File: src/rtl/display_pkg.sv
// -----------------------------------------------------------------------------
// display_pkg
// Shared types and constants for the display timing generator.
//   display_mode_t      : pattern select encoding (external/gradient/bars/solid)
//   BAR_*               : the eight colour-bar colours, left to right
//   align_t             : bundle of counter-level attributes carried through the
//                         latency-matching delay line
//   DEFAULT_COORD_WIDTH : default signed coordinate width
//   bar_colour()        : bar index -> 24-bit colour
// -----------------------------------------------------------------------------
package display_pkg;

    localparam int DEFAULT_COORD_WIDTH = 16;

    typedef enum logic [1:0] {
        MODE_EXTERNAL = 2'd0,
        MODE_GRADIENT = 2'd1,
        MODE_BARS     = 2'd2,
        MODE_SOLID    = 2'd3
    } display_mode_t;

    localparam logic [23:0] BAR_WHITE   = 24'hFFFFFF;
    localparam logic [23:0] BAR_YELLOW  = 24'hFFFF00;
    localparam logic [23:0] BAR_CYAN    = 24'h00FFFF;
    localparam logic [23:0] BAR_GREEN   = 24'h00FF00;
    localparam logic [23:0] BAR_MAGENTA = 24'hFF00FF;
    localparam logic [23:0] BAR_RED     = 24'hFF0000;
    localparam logic [23:0] BAR_BLUE    = 24'h0000FF;
    localparam logic [23:0] BAR_BLACK   = 24'h000000;

    // Everything the output stage needs about a counter position, so that it
    // can be delayed to meet the pixel returned by the upstream source.
    typedef struct packed {
        logic          en;
        logic          hs;
        logic          vs;
        display_mode_t mode;
        logic [7:0]    x_lsb;
        logic [7:0]    y_lsb;
        logic [2:0]    bar;
    } align_t;

    function automatic logic [23:0] bar_colour(input logic [2:0] idx);
        logic [23:0] c;
        case (idx)
            3'd0:    c = BAR_WHITE;
            3'd1:    c = BAR_YELLOW;
            3'd2:    c = BAR_CYAN;
            3'd3:    c = BAR_GREEN;
            3'd4:    c = BAR_MAGENTA;
            3'd5:    c = BAR_RED;
            3'd6:    c = BAR_BLUE;
            default: c = BAR_BLACK;
        endcase
        return c;
    endfunction

endpackage

File: src/rtl/display_timing_gen_if.sv
// -----------------------------------------------------------------------------
// display_timing_gen_if
// Pixel-fetch bus between the timing generator and the upstream pixel source.
//   pixel_req  : request strobe for pixel_x/pixel_y
//   pixel_x/y  : requested coordinate
//   pixel_rgb  : returned pixel, valid a fixed latency after its request
// Modports: master (timing generator), slave (pixel source).
// -----------------------------------------------------------------------------
interface display_timing_gen_if
    import display_pkg::*;
#(
    parameter int COORD_WIDTH = DEFAULT_COORD_WIDTH
);
    logic                   pixel_req;
    logic [COORD_WIDTH-1:0] pixel_x;
    logic [COORD_WIDTH-1:0] pixel_y;
    logic [23:0]            pixel_rgb;

    modport master (output pixel_req, output pixel_x, output pixel_y, input pixel_rgb);
    modport slave  (input pixel_req, input pixel_x, input pixel_y, output pixel_rgb);
endinterface

File: src/rtl/display_delay_line.sv
// -----------------------------------------------------------------------------
// display_delay_line
// WIDTH-bit shift register of DEPTH stages with synchronous active-low clear.
// DEPTH = 0 is a plain passthrough.
//   clk_i   : clock
//   rst_n_i : synchronous clear, active low
//   d_i     : input word
//   q_o     : word delayed by DEPTH clocks
// -----------------------------------------------------------------------------
module display_delay_line #(
    parameter int WIDTH = 1,
    parameter int DEPTH = 1
) (
    input  logic             clk_i,
    input  logic             rst_n_i,
    input  logic [WIDTH-1:0] d_i,
    output logic [WIDTH-1:0] q_o
);
    if (DEPTH == 0) begin : g_pass
        logic unused_s;
        assign unused_s = clk_i ^ rst_n_i;
        assign q_o      = d_i;
    end else begin : g_regs
        logic [WIDTH-1:0] stage_q [DEPTH];

        // Shift chain; cleared as a whole so nothing in flight survives reset.
        always_ff @(posedge clk_i) begin
            if (!rst_n_i) begin
                for (int i = 0; i < DEPTH; i++) stage_q[i] <= '0;
            end else begin
                stage_q[0] <= d_i;
                for (int i = 1; i < DEPTH; i++) stage_q[i] <= stage_q[i-1];
            end
        end

        assign q_o = stage_q[DEPTH-1];
    end
endmodule

File: src/rtl/display_timing_gen.sv
// -----------------------------------------------------------------------------
// display_timing_gen
// Parametrised raster timing generator. Walks signed x/y counters over the
// whole frame, requests active pixels from an upstream source of fixed
// latency, and emits hsync/vsync/enable/rgb aligned with the returned data.
// Every video_* output lags its counter state by PIXEL_LATENCY+2 clocks.
//   pixel_clock  : clock
//   reset_n      : synchronous reset, active low
//   mode         : pattern select, latched at each frame boundary
//   solid_rgb    : colour for solid mode
//   pix          : pixel-fetch bus (master side)
//   frame_count  : completed frames (undelayed)
//   video_rgb/enable/vsync/hsync : aligned video output
// Optional: define DISPLAY_TIMING_SCANLINE_EN to halve every channel on odd
// active rows.
// -----------------------------------------------------------------------------
module display_timing_gen
    import display_pkg::*;
#(
    parameter int COORD_WIDTH   = DEFAULT_COORD_WIDTH,
    parameter int H_ACTIVE      = 400,
    parameter int H_TOTAL       = 480,
    parameter int H_BACK_PORCH  = 10,
    parameter int V_ACTIVE      = 360,
    parameter int V_TOTAL       = 512,
    parameter int V_BACK_PORCH  = 10,
    parameter int HSYNC_DELAY   = 3,
    parameter int PIXEL_LATENCY = 2
) (
    input  logic                        pixel_clock,
    input  logic                        reset_n,
    input  logic [1:0]                  mode,
    input  logic [23:0]                 solid_rgb,
    display_timing_gen_if.master        pix,
    output logic [15:0]                 frame_count,
    output logic [23:0]                 video_rgb,
    output logic                        video_enable,
    output logic                        video_vsync,
    output logic                        video_hsync
);
    if (H_ACTIVE > H_TOTAL - H_BACK_PORCH) begin : g_chk_h
        $fatal(1, "H_ACTIVE does not fit after the horizontal back porch");
    end
    if (V_ACTIVE > V_TOTAL - V_BACK_PORCH) begin : g_chk_v
        $fatal(1, "V_ACTIVE does not fit after the vertical back porch");
    end
    if (HSYNC_DELAY >= H_BACK_PORCH) begin : g_chk_hs
        $fatal(1, "HSYNC_DELAY must be smaller than H_BACK_PORCH");
    end
    if (PIXEL_LATENCY < 0 || PIXEL_LATENCY > 15) begin : g_chk_lat
        $fatal(1, "PIXEL_LATENCY must be within 0..15");
    end

    typedef logic signed [COORD_WIDTH-1:0] coord_t;

    localparam coord_t X_START = COORD_WIDTH'(-H_BACK_PORCH);
    localparam coord_t X_END   = COORD_WIDTH'(H_TOTAL - H_BACK_PORCH - 1);
    localparam coord_t Y_START = COORD_WIDTH'(-V_BACK_PORCH);
    localparam coord_t Y_END   = COORD_WIDTH'(V_TOTAL - V_BACK_PORCH - 1);
    localparam coord_t X_HSYNC = COORD_WIDTH'(HSYNC_DELAY - H_BACK_PORCH);
    localparam coord_t X_PRE   = COORD_WIDTH'(-1);
    localparam coord_t X_ACT   = COORD_WIDTH'(H_ACTIVE);
    localparam coord_t Y_ACT   = COORD_WIDTH'(V_ACTIVE);
    localparam coord_t C_ZERO  = COORD_WIDTH'(0);
    localparam coord_t C_ONE   = COORD_WIDTH'(1);
    // Remainder columns stay in the last bar because the index saturates at 7.
    localparam int BAR_W = (H_ACTIVE >= 8) ? (H_ACTIVE / 8) : 1;
    localparam logic [COORD_WIDTH-1:0] BAR_LAST = COORD_WIDTH'(BAR_W - 1);
    localparam logic [COORD_WIDTH-1:0] COL_ONE  = COORD_WIDTH'(1);

    coord_t                 x_q, x_d, y_q, y_d;
    logic                   wrap_s, active_s, hsync_s;
    logic                   vsync_q;
    display_mode_t          active_mode_q;
    logic [15:0]            frame_count_q;
    logic [2:0]             bar_idx_q, bar_idx_d;
    logic [COORD_WIDTH-1:0] bar_col_q, bar_col_d;
    logic                   req_q;
    coord_t                 px_q, py_q;
    align_t                 align_in_s, align_out_s;
    logic [23:0]            pat_rgb_s, rgb_d;
    logic [23:0]            video_rgb_q;
    logic                   video_enable_q, video_vsync_q, video_hsync_q;

    // Next raster position and the end-of-frame wrap event.
    always_comb begin
        x_d    = x_q + C_ONE;
        y_d    = y_q;
        wrap_s = 1'b0;
        if (x_q == X_END) begin
            x_d = X_START;
            if (y_q == Y_END) begin
                y_d    = Y_START;
                wrap_s = 1'b1;
            end else begin
                y_d = y_q + C_ONE;
            end
        end else begin
            y_d = y_q;
        end
    end

    // Bar index follows x incrementally: restarts just before x=0, then
    // advances every BAR_W columns and sticks at the last bar.
    always_comb begin
        bar_idx_d = bar_idx_q;
        bar_col_d = bar_col_q;
        if (x_q == X_PRE) begin
            bar_idx_d = 3'd0;
            bar_col_d = '0;
        end else if (bar_idx_q == 3'd7) begin
            bar_col_d = bar_col_q;
        end else if (bar_col_q == BAR_LAST) begin
            bar_idx_d = bar_idx_q + 3'd1;
            bar_col_d = '0;
        end else begin
            bar_col_d = bar_col_q + COL_ONE;
        end
    end

    assign active_s = (x_q >= C_ZERO) && (x_q < X_ACT) && (y_q >= C_ZERO) && (y_q < Y_ACT);
    // vsync_q marks the first counter position of a new frame; hsync yields to it.
    assign hsync_s  = (x_q == X_HSYNC) && !vsync_q;

    // Raster counters, frame event, mode latch and frame counter.
    always_ff @(posedge pixel_clock) begin
        if (!reset_n) begin
            x_q           <= X_START;
            y_q           <= Y_START;
            vsync_q       <= 1'b0;
            active_mode_q <= MODE_EXTERNAL;
            frame_count_q <= 16'd0;
            bar_idx_q     <= 3'd0;
            bar_col_q     <= '0;
        end else begin
            x_q       <= x_d;
            y_q       <= y_d;
            vsync_q   <= wrap_s;
            bar_idx_q <= bar_idx_d;
            bar_col_q <= bar_col_d;
            if (wrap_s) begin
                active_mode_q <= display_mode_t'(mode);
                frame_count_q <= frame_count_q + 16'd1;
            end
        end
    end

    // Request stage: strobe active points, hold coordinates otherwise.
    always_ff @(posedge pixel_clock) begin
        if (!reset_n) begin
            req_q <= 1'b0;
            px_q  <= C_ZERO;
            py_q  <= C_ZERO;
        end else begin
            req_q <= active_s;
            if (active_s) begin
                px_q <= x_q;
                py_q <= y_q;
            end
        end
    end

    assign pix.pixel_req = req_q;
    assign pix.pixel_x   = px_q;
    assign pix.pixel_y   = py_q;

    assign align_in_s = '{en: active_s, hs: hsync_s, vs: vsync_q, mode: active_mode_q,
                          x_lsb: x_q[7:0], y_lsb: y_q[7:0], bar: bar_idx_q};

    display_delay_line #(
        .WIDTH ($bits(align_t)),
        .DEPTH (PIXEL_LATENCY + 1)
    ) u_align (
        .clk_i   (pixel_clock),
        .rst_n_i (reset_n),
        .d_i     (align_in_s),
        .q_o     (align_out_s)
    );

    // Pattern pixel for the aligned position, blanked outside the active area.
    always_comb begin
        case (align_out_s.mode)
            MODE_EXTERNAL: pat_rgb_s = pix.pixel_rgb;
            MODE_GRADIENT: pat_rgb_s = {align_out_s.x_lsb, align_out_s.y_lsb, 8'd64};
            MODE_BARS:     pat_rgb_s = bar_colour(align_out_s.bar);
            MODE_SOLID:    pat_rgb_s = solid_rgb;
            default:       pat_rgb_s = 24'h000000;
        endcase
        if (!align_out_s.en) begin
            rgb_d = 24'h000000;
`ifdef DISPLAY_TIMING_SCANLINE_EN
        end else if (align_out_s.y_lsb[0]) begin
            rgb_d = {1'b0, pat_rgb_s[23:17], 1'b0, pat_rgb_s[15:9], 1'b0, pat_rgb_s[7:1]};
`endif
        end else begin
            rgb_d = pat_rgb_s;
        end
    end

    // Output register.
    always_ff @(posedge pixel_clock) begin
        if (!reset_n) begin
            video_rgb_q    <= 24'h000000;
            video_enable_q <= 1'b0;
            video_vsync_q  <= 1'b0;
            video_hsync_q  <= 1'b0;
        end else begin
            video_rgb_q    <= rgb_d;
            video_enable_q <= align_out_s.en;
            video_vsync_q  <= align_out_s.vs;
            video_hsync_q  <= align_out_s.hs;
        end
    end

    assign frame_count  = frame_count_q;
    assign video_rgb    = video_rgb_q;
    assign video_enable = video_enable_q;
    assign video_vsync  = video_vsync_q;
    assign video_hsync  = video_hsync_q;
endmodule

File: src/flat_wrapper.sv
// flat-port wrapper written by rule: the top's interface ports become plain ports
module display_timing_gen_flat import display_pkg::*;
#(
    parameter int COORD_WIDTH   = DEFAULT_COORD_WIDTH,
    parameter int H_ACTIVE      = 400,
    parameter int H_TOTAL       = 480,
    parameter int H_BACK_PORCH  = 10,
    parameter int V_ACTIVE      = 360,
    parameter int V_TOTAL       = 512,
    parameter int V_BACK_PORCH  = 10,
    parameter int HSYNC_DELAY   = 3,
    parameter int PIXEL_LATENCY = 2
)
  (pixel_clock, reset_n, mode, solid_rgb, frame_count, video_rgb, video_enable, video_vsync, video_hsync, pix_pixel_req, pix_pixel_x, pix_pixel_y, pix_pixel_rgb);
  display_timing_gen_if #(.COORD_WIDTH(COORD_WIDTH)) pix_i ();
  input  logic pixel_clock;
  input  logic reset_n;
  input  logic [1:0] mode;
  input  logic [23:0] solid_rgb;
  output logic [15:0] frame_count;
  output logic [23:0] video_rgb;
  output logic video_enable;
  output logic video_vsync;
  output logic video_hsync;
  output wire logic [$bits(pix_i.pixel_req)-1:0] pix_pixel_req;
  output wire logic [$bits(pix_i.pixel_x)-1:0] pix_pixel_x;
  output wire logic [$bits(pix_i.pixel_y)-1:0] pix_pixel_y;
  input wire logic [$bits(pix_i.pixel_rgb)-1:0] pix_pixel_rgb;
  assign pix_pixel_req = pix_i.pixel_req;
  assign pix_pixel_x = pix_i.pixel_x;
  assign pix_pixel_y = pix_i.pixel_y;
  assign pix_i.pixel_rgb = pix_pixel_rgb;
  display_timing_gen #(.COORD_WIDTH(COORD_WIDTH), .H_ACTIVE(H_ACTIVE), .H_TOTAL(H_TOTAL), .H_BACK_PORCH(H_BACK_PORCH), .V_ACTIVE(V_ACTIVE), .V_TOTAL(V_TOTAL), .V_BACK_PORCH(V_BACK_PORCH), .HSYNC_DELAY(HSYNC_DELAY), .PIXEL_LATENCY(PIXEL_LATENCY)) u_core (.pixel_clock(pixel_clock), .reset_n(reset_n), .mode(mode), .solid_rgb(solid_rgb), .pix(pix_i), .frame_count(frame_count), .video_rgb(video_rgb), .video_enable(video_enable), .video_vsync(video_vsync), .video_hsync(video_hsync));
endmodule
File: config.mk
export PLATFORM = sky130hd
export DESIGN_NAME = display_timing_gen_flat
export DESIGN_NICKNAME = d
export VERILOG_FILES = /design/src/rtl/display_pkg.sv /design/src/rtl/display_timing_gen_if.sv /design/src/rtl/display_delay_line.sv /design/src/rtl/display_timing_gen.sv /design/src/flat_wrapper.sv
export SDC_FILE = /design/constraint.sdc
export NUM_CORES = 1
export LEC_CHECK = 0
export BUFFER_PORTS_ARGS = -buffer_cell sky130_fd_sc_hd__buf_2
export CORE_MARGIN = 10
export CORE_UTILIZATION = 40
export DETAILED_ROUTE_END_ITERATION = 16
export HOLD_SLACK_MARGIN = 0.08
export PLACE_DENSITY = 0.57
export SLEW_MARGIN = 20
export SYNTH_ARGS = -nofsm -noshare
export SYNTH_HDL_FRONTEND = slang
export SYNTH_SLANG_ARGS = --single-unit
export TNS_END_PERCENT = 20
File: constraint.sdc
create_clock -name pixel_clock -period 6 [get_ports pixel_clock]
set_clock_uncertainty 0.2 [all_clocks]
set_input_delay 0.3 -clock pixel_clock [delete_from_list [all_inputs] [get_ports pixel_clock]]
set_output_delay 0.3 -clock pixel_clock [all_outputs]
set_load 0.02 [all_outputs]
# ---- Word-level counts from Yosys, hierarchy flattened
# Memory sizes are Yosys's and may differ from the RTL's.
# Index checks and enable logic that the tools add are counted.
# W data, S select, Z words.
dict set report totals {
  regBits 130
  elab_cells 66
  ramBits 72
  out_inout_bits 76
  inputBits 52
  memories 1
}
dict set report op_classes {
  n_reduce_logical 11
  mux 11
  magnitude_cmp 4
  eq_ne 15
  n_addsub 5
  bitwise 5
}
# memory words word_bits read_ports rd_ports_with_merged_regs wr line
set mem_list {}
lappend mem_list {u_core.u_align.g_regs.stage_q 3 24 3 0 3 display_delay_line.sv:24} ;# logic [WIDTH-1:0] stage_q [DEPTH];
# operator count
set ops {}
lappend ops {{$pmux W24 S7} 1}
lappend ops {{$pmux W24 S4} 1}
lappend ops {{$mux W24} 3}
lappend ops {{$add A16 B1 Y16 const B} 2}
lappend ops {{$add A16 B2 Y16 const B} 2}
lappend ops {{$eq A16 B10 Y1 const B} 2}
lappend ops {{$ge A16 B1 Y1 const B} 2}
lappend ops {{$lt A16 B10 Y1 const B} 2}
lappend ops {{$mux W16} 2}
lappend ops {{$eq A16 B1 Y1 const B} 1}
lappend ops {{$eq A16 B4 Y1 const B} 1}
lappend ops {{$eq A16 B6 Y1 const B} 1}
lappend ops {{$eq A3 B3 Y1 const B} 4}
lappend ops {{$eq A3 B2 Y1 const B} 2}
lappend ops {{$eq A2 B2 Y1 const B} 2}
lappend ops {{$logic_and A1 B1 Y1} 4}
lappend ops {{$mux W1} 4}
lappend ops {{$reduce_and A2 Y1} 2}
lappend ops {{$reduce_or A2 Y1} 2}
lappend ops {{$add A3 B1 Y3 const B} 1}
lappend ops {{$eq A3 B1 Y1 const B} 1}
lappend ops {{$logic_not A3 Y1} 1}
lappend ops {{$or A1 B1 Y1} 3}
lappend ops {{$eq A2 B1 Y1 const B} 1}
lappend ops {{other kinds (3)} 4}

# ---- Depth between registers and ports, before layout
# Gate-level depths: netlist of the first run.
dict set report logic_depth {
  ltp_word 5
  depth_mapped 9
  depth_no_buf 7
}

# ---- Cells and area by module
# Synthesis of the first run repeated with hierarchy kept, for this count alone.
dict set report unflattened {
  cells_unflattened 832
  area_unflattened_um2 8174.1
}
# module instances seq_area_each_um2 area_per_inst_um2 cells_each
set modules_own_cells {}
lappend modules_own_cells {display_timing_gen 1 2602.5 5977.0 657}
lappend modules_own_cells {display_delay_line 1 1441.4 2197.1 175}

# ---- Worst setup path after synthesis of the first run
# No wires, ideal clock.
dict set report synth_timing {
  kind {reg-to-reg}
  from {register u_core.x_q[1]}
  to {register u_core.frame_count_q[7], in the netlist u_core.frame_count[7]}
  period_less_slack_ps 2437
  setup_ps 131
  t_arrival_ps 2105
  required_time_ps 5669
  setup_slack_ps 3563
  stages_incl_launch_ff 10
  n_path_buf 2
  path_cell_list {dfxtp_1 inv_1 ha_1 and4b_1 nand4_2 or4_1 buf_2 buf_6 o311ai_2 o41ai_2}
}
dict set report synth_via {
  elab_chain_len 2
}
# element line
set synth_rtl {}
lappend synth_rtl {{from (decl)} display_timing_gen.sv:71} ;# coord_t x_q, x_d, y_q, y_d;
lappend synth_rtl {{from (signal assigned)} display_timing_gen.sv:128} ;# x_q <= X_START;
lappend synth_rtl {{from (signal assigned)} display_timing_gen.sv:136} ;# x_q <= x_d;
lappend synth_rtl {{$eq A16 B10 Y1} display_timing_gen.sv:90} ;# if (x_q == X_END) begin
lappend synth_rtl {{$mux W1} display_timing_gen.sv:90}
lappend synth_rtl {{to (signal assigned)} display_timing_gen.sv:143} ;# frame_count_q <= frame_count_q + 16'd1;
lappend synth_rtl {{to (decl)} display_timing_gen.sv:75} ;# logic [15:0] frame_count_q;
# Every way passes these cells.
# A chain may end at the register's enable or synchronous reset.

# ---- Worst setup path after layout of the first run
dict set report layout_timing {
  from {input port reset_n}
  to {register u_core.video_rgb_q[20], in the netlist u_core.video_rgb[20]}
}
dict set report layout_via {
  elab_chain_len 1
}
# element line
set layout_rtl {}
lappend layout_rtl {{from (decl)} flat_wrapper.sv:17} ;# input logic reset_n;
lappend layout_rtl {{$reduce_and A2 Y1 (no source line)} --}
lappend layout_rtl {{to (signal assigned)} display_timing_gen.sv:208} ;# video_rgb_q <= rgb_d;
lappend layout_rtl {{to (decl)} display_timing_gen.sv:82} ;# logic [23:0] video_rgb_q;
# Every way passes these cells.

==> flow_summary.yaml, run 1 <==
yosys:
  synth_top_area_cell: "dfxtp_1"
  synth_top_family_by_area: "simple AND/OR/NAND/NOR gates"
  yosys.area.top_type_share_pct: 53.60
  avgSynthCellArea_um2: 9.455
  yosys_register_bits: 201
  synth_warnings: 0
  netlist_top_cells_area: "dfxtp_1 (54%), and2_1 (5.0%), nand2_1 (4.9%)"
  yosys.area_share.adder_pct: 1.833
  synth_xor_xnor_area_share_pct: 5.017
  synth_edf_count: 0
  synth_seq_area_share_pct: 53.60
  syn_inst: 794
  synth_compound_area_share_pct: 7.083
  synthMuxAreaShare_pct: 3.333
  netlist_area_mm2: 0.007507
  synth_fp_nets: 857
  async_flop_share_pct: 0
  synth_flop_cell: "dfxtp_1"
  synth.distinct_cells: 49
  synth-simple-area-share_pct: 25.30
floorplanning:
  ioPinCount: 128
  die_area_mm2: 0.02465
  fp.dieW_um: 157.0
  die_h_um: 157.0
  row_count: 50
  initial_core_util_pct: 40.40
  core_area_mm2: 0.01858
critical_path:
  critical_path_required_ps: 6230
  startpoint_type: "primary input"
  end_kind: "register"
  crit_fanout: 61
  cp.arrival_ps: 3280
  path_class: "primary input to register"
timing:
  hold_viol_final: 0
  period_share_pct: 50.87
  whs_ps: 229.0
  tns_ps: 0
  tightest_slew_ps: 968.9
  grt_setup_unrepaired: "false"
  fmax_mhz: 327.7
  report.final.slew_viol_count: 0
  slew_headroom_pct: 35.41
  min_period_ps: 3052
  finalSetupViolCount: 0
detailed_routing:
  dr.pass1.iters: 4
  num_vias: 5787
  final_antenna_net_count: 0
  wl_per_cell_um: 14.69
  drcViolationCount: 0
  first_iter_violations: 364
  drt_wl_total_um: 17620
  vias_per_cell: 4.823
cells_and_area:
  antenna_cells: 0
  drive_above_1_share_pct: 18.43
  final_nets: 1014
  final_util_pct: 51.29
  areaGrowthSynthToFinish_pct: 26.93
  fillers: 1703
  multi_input_area_mm2: 0.003202
  final_area_mm2: 0.009529
  seq_area_mm2: 0.004025
grt:
  grt_usage_pct: 14.09
  grt_max_degree: 67
  grt_antenna_before_repair: 0
  grt_pass1_wl_um: 29330
  first_global_vias: 5720
  grt-ovfl-total: 0
clock_network:
  cts-hold-fix-buffers: 51
  ctsResizeCount: 0
  postCtsSetupBuffers: 0
  cts_tree: "built"
  cts_sinks: 201
  clkLatencyLatePin_ps: 490
  htreeDepth: 1
  cts_buffers: 22
  cts_buffer_depth: 3
  path_clk_slew_ps: 50
  cts-root-buf: "clkbuf_16"
placement:
  gp_congestion: 0.7992
  post_dp_cell_area_mm2: 0.008268
  hpwlAfterDp_um: 11620
  portBuffers: 127
power:
  power_density_mw_per_mm2: 298.9
  ir_drop_mv: 0.1389
  power_leakage_nw: 4.269
hold_path:
  hold_class: "register to register"
outcome:
  status: "finished, final reports clean"
flow_run:
  maxCapViolations: 0
path summary, 6_finish.rpt:
check	from	endpoint	slack, ps	cells after the start
worst max-delay path	reset_n	u_core.video_rgb[20]	2950	6
worst max register to register	u_core.x_q[1]	u_core.frame_count[3]	3120	7
worst min-delay path	u_core.u_align.g_regs.stage_q[0][47]	u_core.u_align.g_regs.stage_q[0][71]	230	1
worst min register to register	u_core.u_align.g_regs.stage_q[0][47]	u_core.u_align.g_regs.stage_q[0][71]	230	1
routing by layer:
metal	GRT usage (%)	up-vias	share of wire [%]
li1	-	3003	-
met5	0	-	0
met4	3.865	0	1.6
met3	3.493	23	7.7
met2	22.04	184	43
met1	18.89	2577	48
cell families after synthesis:
group,after synthesis
compound gates,77
xor+xnor,43
fa+ha+maj,11
buf+inv,73
flops,201
mux,25
simple gates,364
metrics by stage:
| stage | power [W] | worst slack, ps | instances |
|---|---|---|---|
| floorplan | 0.001472 | 3563 | 794 |
| global placement | 0.001508 | 3180 | 1110 |
| detailed placement | 0.001509 | 3035 | 1110 |
| CTS | 0.002894 | 2953 | 1200 |
| global route | 0.002961 | 2674 | 1200 |
| finish | 0.002848 | 2948 | 1200 |
state kept, by name, summed over array words and instances (netlist names), 3 cells and up:
| register | cells |
|---|---|
| u_core.x_q | 16 |
| u_core.video_rgb | 24 |
| u_core.y_q | 16 |
| u_core.pix.pixel_x | 16 |
| u_core.pix.pixel_y | 16 |
| u_core.frame_count | 16 |
| u_core.bar_idx_q | 3 |
| u_core.u_align.g_regs.stage_q | 72 |
| u_core.bar_col_q | 16 |
worst max-delay path, stage by stage:
cell and delay [ps]:
dlygate4sd3_1 550, buf_4 450, nand2_1 410, a21oi_1 710, o311a_1 290, dlygate4sd3_1 560
Yosys cell counts (all sizes together), types with 16 or more instances:
master    n
nor3     16
inv      25
mux2i    25
nand2b   17
nand2    98
xor2     17
clkbuf   40
and3     23
and2     61
nand3    39
o311a    16
dfxtp   201
nand4    16
nor2     55
xnor2    26
o21ai    21
a21oi    25
where the power goes:
part           internal [W]  total [W]  switching (W)
combinational     0.0000580   0.000119      0.0000606
sequential          0.00136    0.00138      0.0000190
clock              0.000845    0.00135       0.000506
cell usage in the layout, fill, tap and decap left out, types with 6 or more instances in the layout:
master,Yosys,layout
clkbuf_16,0,23
nor4_1,11,10
a21oi_1,25,25
nand2_1,98,98
xor2_1,17,17
and4_1,6,6
mux2i_1,25,25
and3_1,23,23
o21ai_0,20,20
nor3_1,16,16
buf_2,3,126
dlygate4sd3_1,0,51
xnor2_1,26,26
dfxtp_1,201,200
nor2_1,55,55
inv_1,25,25
and2_1,60,60
o311a_1,16,16
nand3_1,39,39
ha_1,11,11
nand4_1,15,15
nand2b_1,17,17
layout make-up:
type                            count  area share, %
Clock inverter                      7         0.8929
Timing Repair Buffer              181          12.29
Sequential cell                   201          42.24
Multi-Input combinational cell    520          33.60
Clock buffer                       32          6.920
Tap cell                          234          3.072
Inverter                           25         0.9848
No activity file was read; power rests on OpenSTA's default activity.
==> inputs of run 2 (changes only) <==
ABC_AREA = 1   (was default)
clock period = 3 ns   (was 6 ns; I/O delays follow)
==> flow_summary.yaml, run 2 <==
yosys:
  avgSynthCellArea_um2: 7.359
  synth_edf_count: 0
  async_flop_share_pct: 0
  yosysMostFrequentCell: "nand2_1"
  yosys.area.top_type_share_pct: 48.17
  netlist_area_mm2: 0.008353
  synth_fp_nets: 1198
  synth_flop_cell: "dfxtp_1"
  netlist_top_cells_area: "dfxtp_1 (48%), nand2_1 (15%), inv_1 (7.3%)"
  synth.distinct_cells: 42
  synth_top_area_cell: "dfxtp_1"
  synth_seq_area_share_pct: 48.17
  synth_warnings: 0
  synthTopCellsByCount: "nand2_1 (325), dfxtp_1 (201), inv_1 (162)"
  yosys_register_bits: 201
  syn_inst: 1135
flow_run:
  maxCapViolations: 0
grt:
  grt_usage_pct: 14.39
  grt_antenna_before_repair: 0
  grt_max_degree: 44
  grt-ovfl-total: 0
  first_global_vias: 6683
  grt_pass1_wl_um: 33110
floorplanning:
  die_h_um: 164.5
  row_count: 52
  die_area_mm2: 0.02706
  ioPinCount: 128
  core_area_mm2: 0.02036
  initial_core_util_pct: 41.02
  fp.dieW_um: 164.5
cells_and_area:
  drive_above_1_share_pct: 17.05
  largest_reg_flops: 72
  antenna_cells: 0
  areaGrowthSynthToFinish_pct: 25.48
  final_common_cell: "nand2_1"
  final_cell_mix: "nand2_1 (325), dfxtp_1 (201), inv_1 (162)"
  top_register: "u_core.u_align.g_regs.stage_q"
  fillers: 2005
  seq_area_mm2: 0.004024
  multi_input_area_mm2: 0.003517
  final_nets: 1379
critical_path:
  end_kind: "register"
  cp-startpoint: "u_core.y_q[0]"
  critical_path_required_ps: 3250
  cp_common_cell: "nand3_1"
  cp.arrival_ps: 3020
  slowest_delay_ps: 560
  path_cells: "ha_1 -> nand3_1 -> inv_1 -> nand3_1 -> nor2_1 -> nand3_1 -> dlygate4sd3_1 -> nand2_1 -> dlygate4sd3_1"
  crit_fanout: 6
  path_class: "register to register"
  slowest_stage: "dlygate4sd3_1"
  startpoint_type: "register"
  reg2reg_from: "u_core.y_q[0]"
placement:
  place_ws_ps: 796.6
  gp_congestion: 0.8717
  hpwlAfterDp_um: 14190
  portBuffers: 127
detailed_routing:
  wl_per_cell_um: 12.64
  final_antenna_net_count: 0
  dr.pass1.iters: 8
  drcViolationCount: 0
  num_vias: 7190
  first_iter_violations: 491
  drt_wl_total_um: 20230
  vias_per_cell: 4.491
timing:
  tightest_slew_ps: 527.5
  hold_viol_final: 0
  report.final.slew_viol_count: 0
  tns_ps: 0
  slew_headroom_pct: 64.79
  worst_slack_ps: 230.7
  fmax_mhz: 361.1
  finalSetupViolCount: 0
  min_period_ps: 2769
  grt_setup_unrepaired: "false"
  period_share_pct: 92.31
outcome:
  status: "finished, final reports clean"
power:
  comb_power_share_pct: 4.3
  power_frac_seq_pct: 48.4
  power.internal_w: 0.004437
  switching_share_pct: 21.84
  power_density_mw_per_mm2: 541.6
  p_sw_w: 0.001240
  pwr-share-clk_pct: 47.2
  ir_drop_mv: 0.4821
  power_leakage_nw: 5.372
clock_network:
  cts_sinks: 201
  cts_tree: "built"
  ctsResizeCount: 0
  path_clk_slew_ps: 60
  clkLatencyLatePin_ps: 510
  cts-root-buf: "clkbuf_16"
  cts_buffers: 23
  htreeDepth: 1
  cts_buffer_depth: 3
hold_path:
  worstHoldStart: "u_core.u_align.g_regs.stage_q[0][27]"
  hold_class: "register to register"
## run 2: cell count changes in the layout (fill, tap and decap cells not counted), moves of 13 or more
cell,previous run,this run
a21oi_1,25,12
nand2_1,98,325
mux2i_1,25,0
and2_1,60,0
and3_1,23,0
nor2_1,55,151
o311a_1,16,0
nand2_2,0,16
nor2_2,0,14
o21ai_0,20,36
nand3_1,39,54
inv_1,25,162
xnor2_1,26,2
nand2b_1,17,0
## run 2: logic make-up after synthesis
family          after synthesis  synth area share, %
buf+inv                     203                9.721
compound gates               93                7.190
flops                       201                48.17
xor+xnor                     21                2.202
fa+ha+maj                    11                1.648
simple gates                606                31.07
## run 2: stage by stage
stage               utilization, %  cells  area, um^2  total power (W)  hold slack [ps]
floorplan                        -   1135        8353         0.002943            81.29
global placement             45.18   1506        9200         0.003021            192.6
detailed placement           45.18   1506        9200         0.003023            195.6
CTS                          51.47   1601       10480         0.005761            209.4
global route                 51.47   1601       10480         0.005896            222.2
finish                       51.47   1601       10480         0.005677            207.8
## run 2: area by class of cell
type	instances	share of cell area [%]
Clock buffer	33	6.327
Clock inverter	7	0.6446
Inverter	172	6.160
Multi-Input combinational cell	731	33.56
Sequential cell	201	38.39
Tap cell	270	3.223
Timing Repair Buffer	187	11.70
## run 2: worst paths after layout
check,slack (ps),to,cells after the start
max,230,u_core.active_mode_q[0],9
min,210,u_core.u_align.g_regs.stage_q[0][51],2
max reg2reg,230,u_core.active_mode_q[0],9
min reg2reg,210,u_core.u_align.g_regs.stage_q[0][51],2
## run 2: power by group through the flow
stage	clock (W)	combinational (W)	sequential [W]
after global placement	0	0.000214	0.00281
after detailed placement	0	0.000214	0.00281
after global routing	0.00286	0.000278	0.00275
final	0.00268	0.000245	0.00275
after CTS	0.00277	0.000246	0.00275
after floorplan	0	0.000145	0.00280
## run 2: metal layers
layer | share of wire (%) | vias to the layer above | GRT usage [%] | routed length (um)
li1 | - | 3856 | - | -
met4 | 1.8 | 0 | 3.704 | 366
met3 | 6.7 | 27 | 3.261 | 1350
met5 | 0 | - | 0 | 0
met2 | 41 | 156 | 21.38 | 8298
met1 | 50 | 3151 | 20.56 | 10210
## run 2: critical path, delay by kind of cell (launching register included)
| kind | cells | cell delay, ps |
|---|---|---|
| flops | 1 | 480 |
| simple gates | 5 | 670 |
| fa+ha+maj | 1 | 200 |
| buf+inv | 3 | 1170 |
## run 2: repair_timing
item                      4_1_cts  5_1_grt
hold endpoints to repair       74        0
hold buffers                   55        0
buffers inserted                0        0
==> inputs of run 3 (changes only) <==
PLACE_DENSITY = default   (was 0.57)
==> flow_summary.yaml, run 3 (synthesized netlist as in run 2, its figures left out) <==
outcome:
  status: "finished, final reports clean"
clock_network:
  cts_buffers: 23
  path_clk_slew_ps: 60
  postCtsSetupBuffers: 0
  cts_buffer_depth: 3
  cts_tree: "built"
  htreeDepth: 1
  cts_sinks: 201
  cts-root-buf: "clkbuf_16"
  clkLatencyLatePin_ps: 500
floorplanning:
  initial_core_util_pct: 41.02
  core_area_mm2: 0.02036
  ioPinCount: 128
  row_count: 52
  fp.dieW_um: 164.5
  die_area_mm2: 0.02706
  die_h_um: 164.5
timing:
  min_period_ps: 2697
  fmax_mhz: 370.8
  finalSetupViolCount: 0
  period_share_pct: 89.91
  hold_viol_final: 0
  slew_headroom_pct: 52.95
  grt_setup_unrepaired: "false"
  report.final.slew_viol_count: 0
  tns_ps: 0
  whs_ps: 198.4
  worst_slack_ps: 302.8
  tightest_slew_ps: 705.0
cells_and_area:
  final_cell_mix: "nand2_1 (325), dfxtp_1 (201), inv_1 (162)"
  final_nets: 1375
  top_register: "u_core.u_align.g_regs.stage_q"
  areaGrowthSynthToFinish_pct: 25.27
  drive_above_1_share_pct: 17.04
  antenna_cells: 0
  largest_reg_flops: 72
  final_common_cell: "nand2_1"
  final_util_pct: 51.38
detailed_routing:
  final_antenna_net_count: 0
  num_vias: 7347
  first_iter_violations: 572
  vias_per_cell: 4.603
  drcViolationCount: 0
  wl_per_cell_um: 12.56
  dr.pass1.iters: 5
  drt_wl_total_um: 20050
grt:
  grt_usage_pct: 14.56
  first_global_vias: 6922
  grt_antenna_before_repair: 0
  grt_max_degree: 82
  grt-ovfl-total: 0
  grt_pass1_wl_um: 33790
placement:
  portBuffers: 127
  gp_congestion: 0.9146
  hpwlAfterDp_um: 13940
  place_ws_ps: 749.4
critical_path:
  path_class: "register to register"
  startpoint_type: "register"
  slowest_stage: "dlygate4sd3_1"
  critPathBufInv: 3
  crit_fanout: 23
  end_kind: "register"
  path_cells: "nand2_1 -> inv_1 -> nand2_1 -> o21ai_0 -> a221oi_1 -> dlygate4sd3_1 -> nor2_1 -> dlygate4sd3_1"
  critPathTopFamily: "buffers and inverters"
  slowest_delay_ps: 570
  critical_path_required_ps: 3240
  cp.arrival_ps: 2940
hold_path:
  hold_class: "register to register"
power:
  power_leakage_nw: 5.357
  power_density_mw_per_mm2: 543.5
  ir_drop_mv: 0.3857
flow_run:
  maxCapViolations: 0
[run 3: routing by layer]
| metal | vias up | track usage [%] | wire length, um |
|---|---|---|---|
| met5 | - | 0 | 0 |
| met4 | 0 | 3.623 | 411 |
| met3 | 36 | 3.610 | 1472 |
| met2 | 199 | 22.65 | 8478 |
| met1 | 3265 | 19.83 | 9687 |
| li1 | 3847 | - | - |
[run 3: final timing paths]
path / start / end / slack, ps / depth (start not counted)
worst max register to register: u_core.u_align.g_regs.stage_q[0][68] / u_core.video_rgb[16] / 300 / 8
worst max-delay path: u_core.u_align.g_regs.stage_q[0][68] / u_core.video_rgb[16] / 300 / 8
worst min register to register: u_core.u_align.g_regs.stage_q[0][11] / u_core.u_align.g_regs.stage_q[0][35] / 200 / 2
worst min-delay path: u_core.u_align.g_regs.stage_q[0][11] / u_core.u_align.g_regs.stage_q[0][35] / 200 / 2
[run 3: worst reg2reg max path: cells and delay by family (launching register included)]
kind                   cells  cell delay [ps]
buffers and inverters      3             1630
AO/OA/AOI/OAI              2              160
AND/OR/NAND/NOR            3              250
flip-flops                 1              400
[run 3: cell type report]
cell class,instances,area [um^2]
Multi-Input combinational cell,731,3517
Clock buffer,29,628.1
Inverter,172,645.6
Tap cell,270,337.8
Sequential cell,201,4024
Timing Repair Buffer,183,1204
Clock inverter,10,107.6
Fill cell,1975,9901
[run 3: through the flow]
| stage | power (W) | std cells | instance area, um^2 |
|---|---|---|---|
| 2_1_floorplan | 0.002943 | 1135 | 8353 |
| 3_3_place_gp | 0.003020 | 1504 | 9198 |
| 3_5_place_dp | 0.003022 | 1504 | 9198 |
| 4_1_cts | 0.005766 | 1596 | 10460 |
| 5_1_grt | 0.005917 | 1596 | 10460 |
| 6_report | 0.005688 | 1596 | 10460 |
[run 3: timing repair]
action                                 CTS  global route
gates resized for setup                  0             0
endpoints found under the hold margin   56             0
hold buffers                            53             0
[run 3: report_power, final]
group	leakage, nW	internal, W	switching [W]	total, W
Clock	0.369	0.00165	0.00104	0.00269
Combinational	3.36	0.000103	0.000144	0.000247
Sequential	1.63	0.00272	0.0000320	0.00275
